<file path="config.mk">
export PLATFORM = sky130hd
export DESIGN_NAME = logiprobe_trigger
export DESIGN_NICKNAME = d
export VERILOG_FILES = /design/src/rtl/logiprobe_trigger.sv
export SDC_FILE = /design/constraint.sdc
export NUM_CORES = 1
export LEC_CHECK = 0
export BUFFER_PORTS_ARGS = -buffer_cell sky130_fd_sc_hd__buf_2
export CORE_AREA = 8 8 167 169
export DETAILED_ROUTE_END_ITERATION = 12
export DIE_AREA = 0 0 175 177
export GPL_ROUTABILITY_DRIVEN = 0
export PLACE_DENSITY = 0.71
export SYNTH_ARGS = -nofsm -noshare
export SYNTH_HDL_FRONTEND = slang
export SYNTH_SLANG_ARGS = --single-unit
</file>
<file path="constraint.sdc">
create_clock -name clock -period 3.25 [get_ports clock]
set_input_delay 0.65 -clock clock [delete_from_list [all_inputs] [get_ports clock]]
set_output_delay 0.65 -clock clock [all_outputs]
set_load 0.02 [all_outputs]
</file>
<file path="src/rtl/logiprobe_trigger.sv">
// Trigger and sample-strobe generator feeding the on-chip logic probe.
// Masked pattern match, optional single-channel edge qualifier, hit counting and post-trigger delay.
module logiprobe_trigger #(
    parameter int W  = 128,
    parameter int SW = 7,
    parameter int CW = 16
) (
    input  logic          clock,
    input  logic          reset,
    input  logic          arm,
    input  logic [W-1:0]  channels,
    input  logic [W-1:0]  match_value,
    input  logic [W-1:0]  match_mask,
    input  logic          edge_en,
    input  logic [SW-1:0] edge_sel,
    input  logic          edge_rising,
    input  logic [CW-1:0] match_count,
    input  logic [CW-1:0] delay,
    input  logic [CW-1:0] sample_div,
    output logic          sample,
    output logic          trigger,
    output logic          armed,
    output logic          fired
);

    localparam logic [1:0] ST_IDLE  = 2'd0;
    localparam logic [1:0] ST_ARMED = 2'd1;
    localparam logic [1:0] ST_DELAY = 2'd2;
    localparam logic [1:0] ST_FIRED = 2'd3;

    logic [1:0]    state_reg, state_next;
    logic [CW-1:0] div_cnt_reg;
    logic [CW-1:0] hitcnt_reg, hitcnt_next;
    logic [CW-1:0] delcnt_reg, delcnt_next;
    logic [CW-1:0] match_cap_reg, match_cap_next;
    logic [CW-1:0] delay_cap_reg, delay_cap_next;
    logic          prev_reg, prev_next;
    logic          prev_valid_reg, prev_valid_next;
    logic          sample_reg, trigger_reg, armed_reg;

    logic          tick;
    logic [W-1:0]  diff;
    logic          pmatch;
    logic          sel_ok;
    logic          cur;
    logic          edge_seen;
    logic          hit;
    logic          searching;

    // A terminal comparison of >= lets a shrinking sample_div take effect immediately.
    assign tick = (div_cnt_reg >= sample_div);

    for (genvar gi = 0; gi < W; gi++) begin : g_diff
        assign diff[gi] = (channels[gi] ^ match_value[gi]) & match_mask[gi];
    end

    assign pmatch    = ~|diff;
    assign sel_ok    = (32'(edge_sel) < W);
    assign cur       = sel_ok ? channels[edge_sel] : 1'b0;
    assign edge_seen = prev_valid_reg & sel_ok &
                       (edge_rising ? (~prev_reg & cur) : (prev_reg & ~cur));
    assign hit       = tick & pmatch & (edge_en ? edge_seen : 1'b1);
    assign searching = (state_reg == ST_ARMED) || (state_reg == ST_DELAY);

    always_comb begin
        state_next      = state_reg;
        hitcnt_next     = hitcnt_reg;
        delcnt_next     = delcnt_reg;
        match_cap_next  = match_cap_reg;
        delay_cap_next  = delay_cap_reg;
        prev_next       = prev_reg;
        prev_valid_next = prev_valid_reg;
        if (arm) begin
            // Arm overrides everything, including a hit in the same cycle.
            state_next      = ST_ARMED;
            hitcnt_next     = '0;
            prev_valid_next = 1'b0;
            match_cap_next  = match_count;
            delay_cap_next  = delay;
        end else begin
            if (searching && tick) begin
                prev_next       = cur;
                prev_valid_next = 1'b1;
            end
            case (state_reg)
                ST_ARMED: begin
                    if (hit) begin
                        if (hitcnt_reg == match_cap_reg) begin
                            if (delay_cap_reg == '0) begin
                                state_next = ST_FIRED;
                            end else begin
                                state_next  = ST_DELAY;
                                delcnt_next = delay_cap_reg;
                            end
                        end else begin
                            hitcnt_next = hitcnt_reg + CW'(1);
                        end
                    end
                end
                ST_DELAY: begin
                    if (tick) begin
                        if (delcnt_reg == CW'(1)) begin
                            state_next = ST_FIRED;
                        end else begin
                            delcnt_next = delcnt_reg - CW'(1);
                        end
                    end
                end
                default: begin
                end
            endcase
        end
    end

    always_ff @(posedge clock) begin
        if (reset) begin
            state_reg      <= ST_IDLE;
            div_cnt_reg    <= '0;
            hitcnt_reg     <= '0;
            delcnt_reg     <= '0;
            match_cap_reg  <= '0;
            delay_cap_reg  <= '0;
            prev_reg       <= 1'b0;
            prev_valid_reg <= 1'b0;
            sample_reg     <= 1'b0;
            trigger_reg    <= 1'b0;
            armed_reg      <= 1'b0;
        end else begin
            state_reg      <= state_next;
            div_cnt_reg    <= tick ? '0 : div_cnt_reg + CW'(1);
            hitcnt_reg     <= hitcnt_next;
            delcnt_reg     <= delcnt_next;
            match_cap_reg  <= match_cap_next;
            delay_cap_reg  <= delay_cap_next;
            prev_reg       <= prev_next;
            prev_valid_reg <= prev_valid_next;
            sample_reg     <= tick;
            trigger_reg    <= (state_next == ST_FIRED);
            armed_reg      <= (state_next == ST_ARMED) || (state_next == ST_DELAY);
        end
    end

    assign sample  = sample_reg;
    assign trigger = trigger_reg;
    assign fired   = trigger_reg;
    assign armed   = armed_reg;

endmodule

</file>
Yosys cells after proc, flatten, opt, wreduce, memory -nomap -nowiden. Cells that the tools add are included.

Add/sub/neg operators: 3. $mul: 0. Divide/modulo/power cells: 0. $lt $le $gt $ge: 2. Eq/ne operators: 12. Shift-type cells: 0. Multiplexer cells: 17. Bitwise logic cells: 265. Reductions and logical operators: 12.

Operator list (count): $and A1 B1 Y1 (133); $reduce_or A128 Y1 (1); $xor A1 B1 Y1 (128); $mux W16 (5); $add A16 B1 Y16 const B (2); $pmux W16 S2 (1); $eq A16 B1 Y1 const B (1); $eq A16 B16 Y1 (1); $ge A16 B16 Y1 (1); $logic_not A16 Y1 (1); $sub A16 B1 Y16 const B (1); $mux W2 (5); $lt A7 B8 Y1 const B (1); $ne A2 B2 Y1 const B (4); $bmux W1 S7 (1); $reduce_and A7 Y1 (1); $eq A2 B2 Y1 const B (3); $eq A2 B1 Y1 const B (2); $mux W1 (4); $not A1 Y1 (4); $pmux W2 S2 (1); $reduce_or A2 Y1 (2); $reduce_and A3 Y1 (1); $logic_or A1 B1 Y1 (2); other kinds (5) (5).

Register bits: 87. Bits in latches: 0. RAM bits: 0. Bits in read-only memories: 0. Bits of input ports: 444. Output and inout port bits: 4. Word-level logic and storage cells: 322. Memories: 0.

Logic depth before layout (Yosys ltp).
Depth after elaboration: 13. Gate-level depth with buffers: 15. Depth with buffers taken out: 13.

Worst setup path after synthesis. OpenSTA, ideal clock, no wires.

Path kind: in2reg. Start point: in edge_sel[2]. End point: reg armed_reg, in the netlist armed. Setup time: 0.114 ns. Data arrival time: 3.254 ns. Data required time: 3.136 ns. Slack: -0.118 ns. Stages: 12. Buffers on the path: 2. Cell sequence: buf_6 -> buf_6 -> mux4_2 -> mux4_2 -> o22ai_1 -> o32a_2 -> a311oi_2 -> nand3b_1 -> mux2_2 -> nand2_1 -> ha_1 -> nor2b_1.

Longest elaborated chain between the ends: 13. Elaborated cells on any way between the ends: 15. Those cells by class: 2 x eq/ne; 7 x mux; 5 x bitwise; 1 x reduce/logical.

Ends and longest elaborated chain: start, declared (line 15) `input logic [SW-1:0] edge_sel,`; $bmux W1 S7 * (line 59) `assign cur = sel_ok ? channels[edge_sel] : 1'b0;`; $mux W1 (not written as such) * (line 59); $not A1 Y1 (line 61) `(edge_rising ? (~prev_reg & cur) : (prev_reg & ~cur));`; $and A1 B1 Y1 (line 61); $mux W1 * (line 61); $and A1 B1 Y1 * (line 60) `assign edge_seen = prev_valid_reg & sel_ok &`; $mux W1 * (line 62) `assign hit = tick & pmatch & (edge_en ? edge_seen : 1'b1);`; $and A1 B1 Y1 * (line 62); $mux W2 * (line 87) `if (hit) begin`; $pmux W2 S2 * (line 85) `case (state_reg)`; $mux W2 * (line 73) `if (arm) begin`; via state_next[0] (line 31) `logic [1:0] state_reg, state_next;`; $eq A2 B1 Y1 / $eq A2 B2 Y1 (equally long branches) (line 139) `armed_reg <= (state_next == ST_ARMED) || (state_next == ST_DELAY);`; $logic_or A1 B1 Y1 * (line 139); end signal, assigned (line 139); end, declared (line 39) `logic sample_reg, trigger_reg, armed_reg;`.

The timed path passes the listed nets; every way through them passes the cells marked *. The select of a mux whose other input is x is not followed. A chain may end at the register's enable or synchronous reset.

Worst setup path in the final report. Ends and elaborated chain as after synthesis.

==> key figures <==
Die
  • Initial Utilization: 0.298
  • Boundary Pins: 448
  • Die ar.: a little over 0.03 sq mm
  • Die width: 175 um
  • Die Ht: about 180 um
  • FP Rows: 59
  • Core Region: about 0.025 sq mm

Detailed routing
  • Vias: ~9,500
  • DRT Pass-1 Iters: 5
  • DR vias/cell: ~5.4
  • Routed wire length: 45,900 um
  • Routed len/inst: 26.1 um
  • DR iter-0 viols: 902
  • Post-DRT Antenna Nets: 0
  • # DRC: 0

Timing
  • Relative slew margins: 0.574
  • Worst slew pin tran: 638 ps
  • Layout Skew: ~12 ps
  • Unrepaired setup endpoints after global routing: true
  • Max Fclk: approximately 0.31 GHz
  • Minimum clock period: 3220 ps
  • Max-slew violation count: 0
  • Period Utilization, post-route: 0.992
  • Setup violators final: 0
  • Setup TNS Final: 0 ps
  • Fin. Hold Viols: 0

Clocking
  • Clk_lat worst skew: 340 ps
  • Root buf cell: clkbuf_16
  • CTS H-Tree Depth: 3
  • Longest Clk Path Bufs: 2
  • Hold Buf Count CTS: 0
  • Reg clk slew, reported paths: ~70 ps
  • TritonCTS buffer count: 9
  • Clock Sink Count: 87
  • CTS tree: yes

Worst setup path
  • Crit-path cells: buf_12 -> buf_12 -> mux4_2 -> mux4_2 -> o22ai_2 -> o32a_4 -> buf_6 -> a2bb2oi_4 -> nand3b_1 -> mux2_4 -> nand2_4 -> ha_4 -> nor2b_1
  • Worst setup SP type: input pin
  • Crit Path Class: in2reg
  • Crit path largest cell delay: roughly 500 ps
  • Critical path required time: between 3000 and 4000 ps
  • Delay-heaviest family, CP: multiplexers
  • Crit path capture type: flip-flop
  • Critical path fanouts, max: 7
  • WP data arrival: 3460 ps
  • CP Buf/Inv Count: 3
  • CP max stage cell: mux4_2

Synthesis
  • YS warnings: 0
  • Async set-reset flop share out of synthesis: 0
  • Mean area per synthesized cell: around 8.7 sq um
  • Post-synth EDFFs: 0
  • Gate Count Post-Synth: just under 900
  • Synth cell types: 67
  • Seq/Total Area, Yosys: 0.230
  • Post-Syn Area: around 0.0076 sq mm
  • Top FF cell, synth: dfxtp_1
  • Number of synthesized register bits: 87
  • Synth Net Count: roughly 1,300

GRT
  • Largest net degree at the start of global routing: 36
  • Antenna violations before repair: between 40 and 50
  • GRT Overall Usage: 0.278
  • Global-route wire length before repair: between 60,000 and 70,000 um
  • Global route overflow: 0
  • Vias in the first global route: roughly 9,600

Placed design
  • Port Buffers: about 450
  • HPWL Detailed: approximately 40,000 um
  • DP Area: 0.0109 sq mm
  • Placed cells: 1,732

Pwr
  • Design Power: approximately 0.0033 W
  • Pleak: around 5.7 nW
  • Pwr Density: ~290 mW/mm^2
  • VDD IR max: around 0.00021 V

Run status
  • Status: finished clean

Worst hold path
  • HP Class: reg2reg

Cells and area
  • Share of layout cells above drive strength 1: 0.462
  • Post-route cell area: approximately 0.012 sq mm
  • Most frequent cells in the layout: buf_2, xor2_1, buf_4, dfxtp_1, nor2_1
  • Nets: between 1,500 and 2,000
  • Most common cell after layout, fill and taps aside: buf_2
  • Fin cells: roughly 1,800
  • Fill count: approximately 2,500
  • Area Growth Syn to Fin: 53.5%

Job
  • Max cap viols: 0
## what timing repair did
action	4_1_cts	5_1_grt
gates resized for setup	7	61
pin swaps	3	36
buffers inserted	1	7
endpoints found under the setup margin	26	28
gates cloned	0	3
## Yosys cell counts (4+ instances only)
library cell	number	area share
or2_2	4	0.0033
inv_1	34	0.017
dfxtp_1	87	0.23
nand2_1	36	0.018
a22oi_1	71	0.070
a21oi_1	33	0.022
nor3_1	4	0.0026
mux4_1	4	0.014
clkbuf_1	13	0.0064
o31ai_1	10	0.0099
xor2_1	152	0.18
nand2b_1	4	0.0033
or3_1	14	0.012
nor2b_1	10	0.0082
buf_6	7	0.010
nor4_1	15	0.012
mux4_2	17	0.050
buf_4	7	0.0069
and3_1	7	0.0058
nand3_1	24	0.016
nor2_1	80	0.040
and2_1	4	0.0033
xnor2_1	9	0.010
o21ai_0	28	0.018
nand4_1	34	0.028
mux2_2	4	0.0059
a21o_1	8	0.0079
mux2i_1	60	0.079
or4_1	7	0.0069
ha_1	24	0.040
## power breakdown
group	switching (W)	total (W)	leakage, nW	internal (W)
logic	0.000606	0.00120	4.84	0.000599
clock network	0.000469	0.00100	0.141	0.000536
registers	0.0000352	0.00114	0.709	0.00110
## routing by layer
layer / GRT usage / up-vias / wire length [um]
li1: - / 4316 / -
met1: 0.335 / 4379 / 18100
met2: 0.438 / 669 / 20100
met3: 0.145 / 126 / 6560
met4: 0.0473 / 46 / 954
met5: 0 / - / 282
## path summary, 6_finish.rpt
kind / start / to / slack (ps) / depth (start not counted)
setup / recovery: edge_sel[2] / armed$_SDFF_PP0_ / 30 / 13
hold / removal: div_cnt_reg[0]$_SDFF_PP0_ / div_cnt_reg[0]$_SDFF_PP0_ / 480 / 1
setup reg to reg: div_cnt_reg[4]$_SDFF_PP0_ / armed$_SDFF_PP0_ / 230 / 14
hold reg to reg: div_cnt_reg[0]$_SDFF_PP0_ / div_cnt_reg[0]$_SDFF_PP0_ / 480 / 1
## layout make-up
class,count,area [sq um],area share
antenna,6,15.0,0.00129
clock buffer,9,225,0.0193
clock inverter,7,66.3,0.00569
inverter,36,135,0.0116
multi-input combinational,714,5750,0.493
sequential,87,1740,0.150
tap,335,419,0.0360
timing repair buffer,568,3300,0.283
## cell families (layout without fill, tap and decap cells)
| group | after synthesis | in the layout | synth area share |
|---|---|---|---|
| buf+inv | 70 | 620 | 0.0460 |
| compound gates | 189 | 189 | 0.176 |
| mux | 86 | 86 | 0.153 |
| simple gates | 254 | 254 | 0.170 |
| fa+ha+maj | 24 | 24 | 0.0396 |
| xor+xnor | 161 | 161 | 0.186 |
| other cells | 0 | 6 | 0 |
| flops | 87 | 87 | 0.230 |
## per-stage QoR
step | setup WS, ps | util | hold WS (ps)
5_1_grt | -42.0 | 0.457 | 511
4_1_cts | 5.05 | 0.443 | 485
2_1_floorplan | -26.9 | - | 426
3_3_place_gp | -448 | 0.430 | 444
6_report | 25.8 | 0.457 | 480
3_5_place_dp | -531 | 0.430 | 462
(Power assumes the default switching activity.)
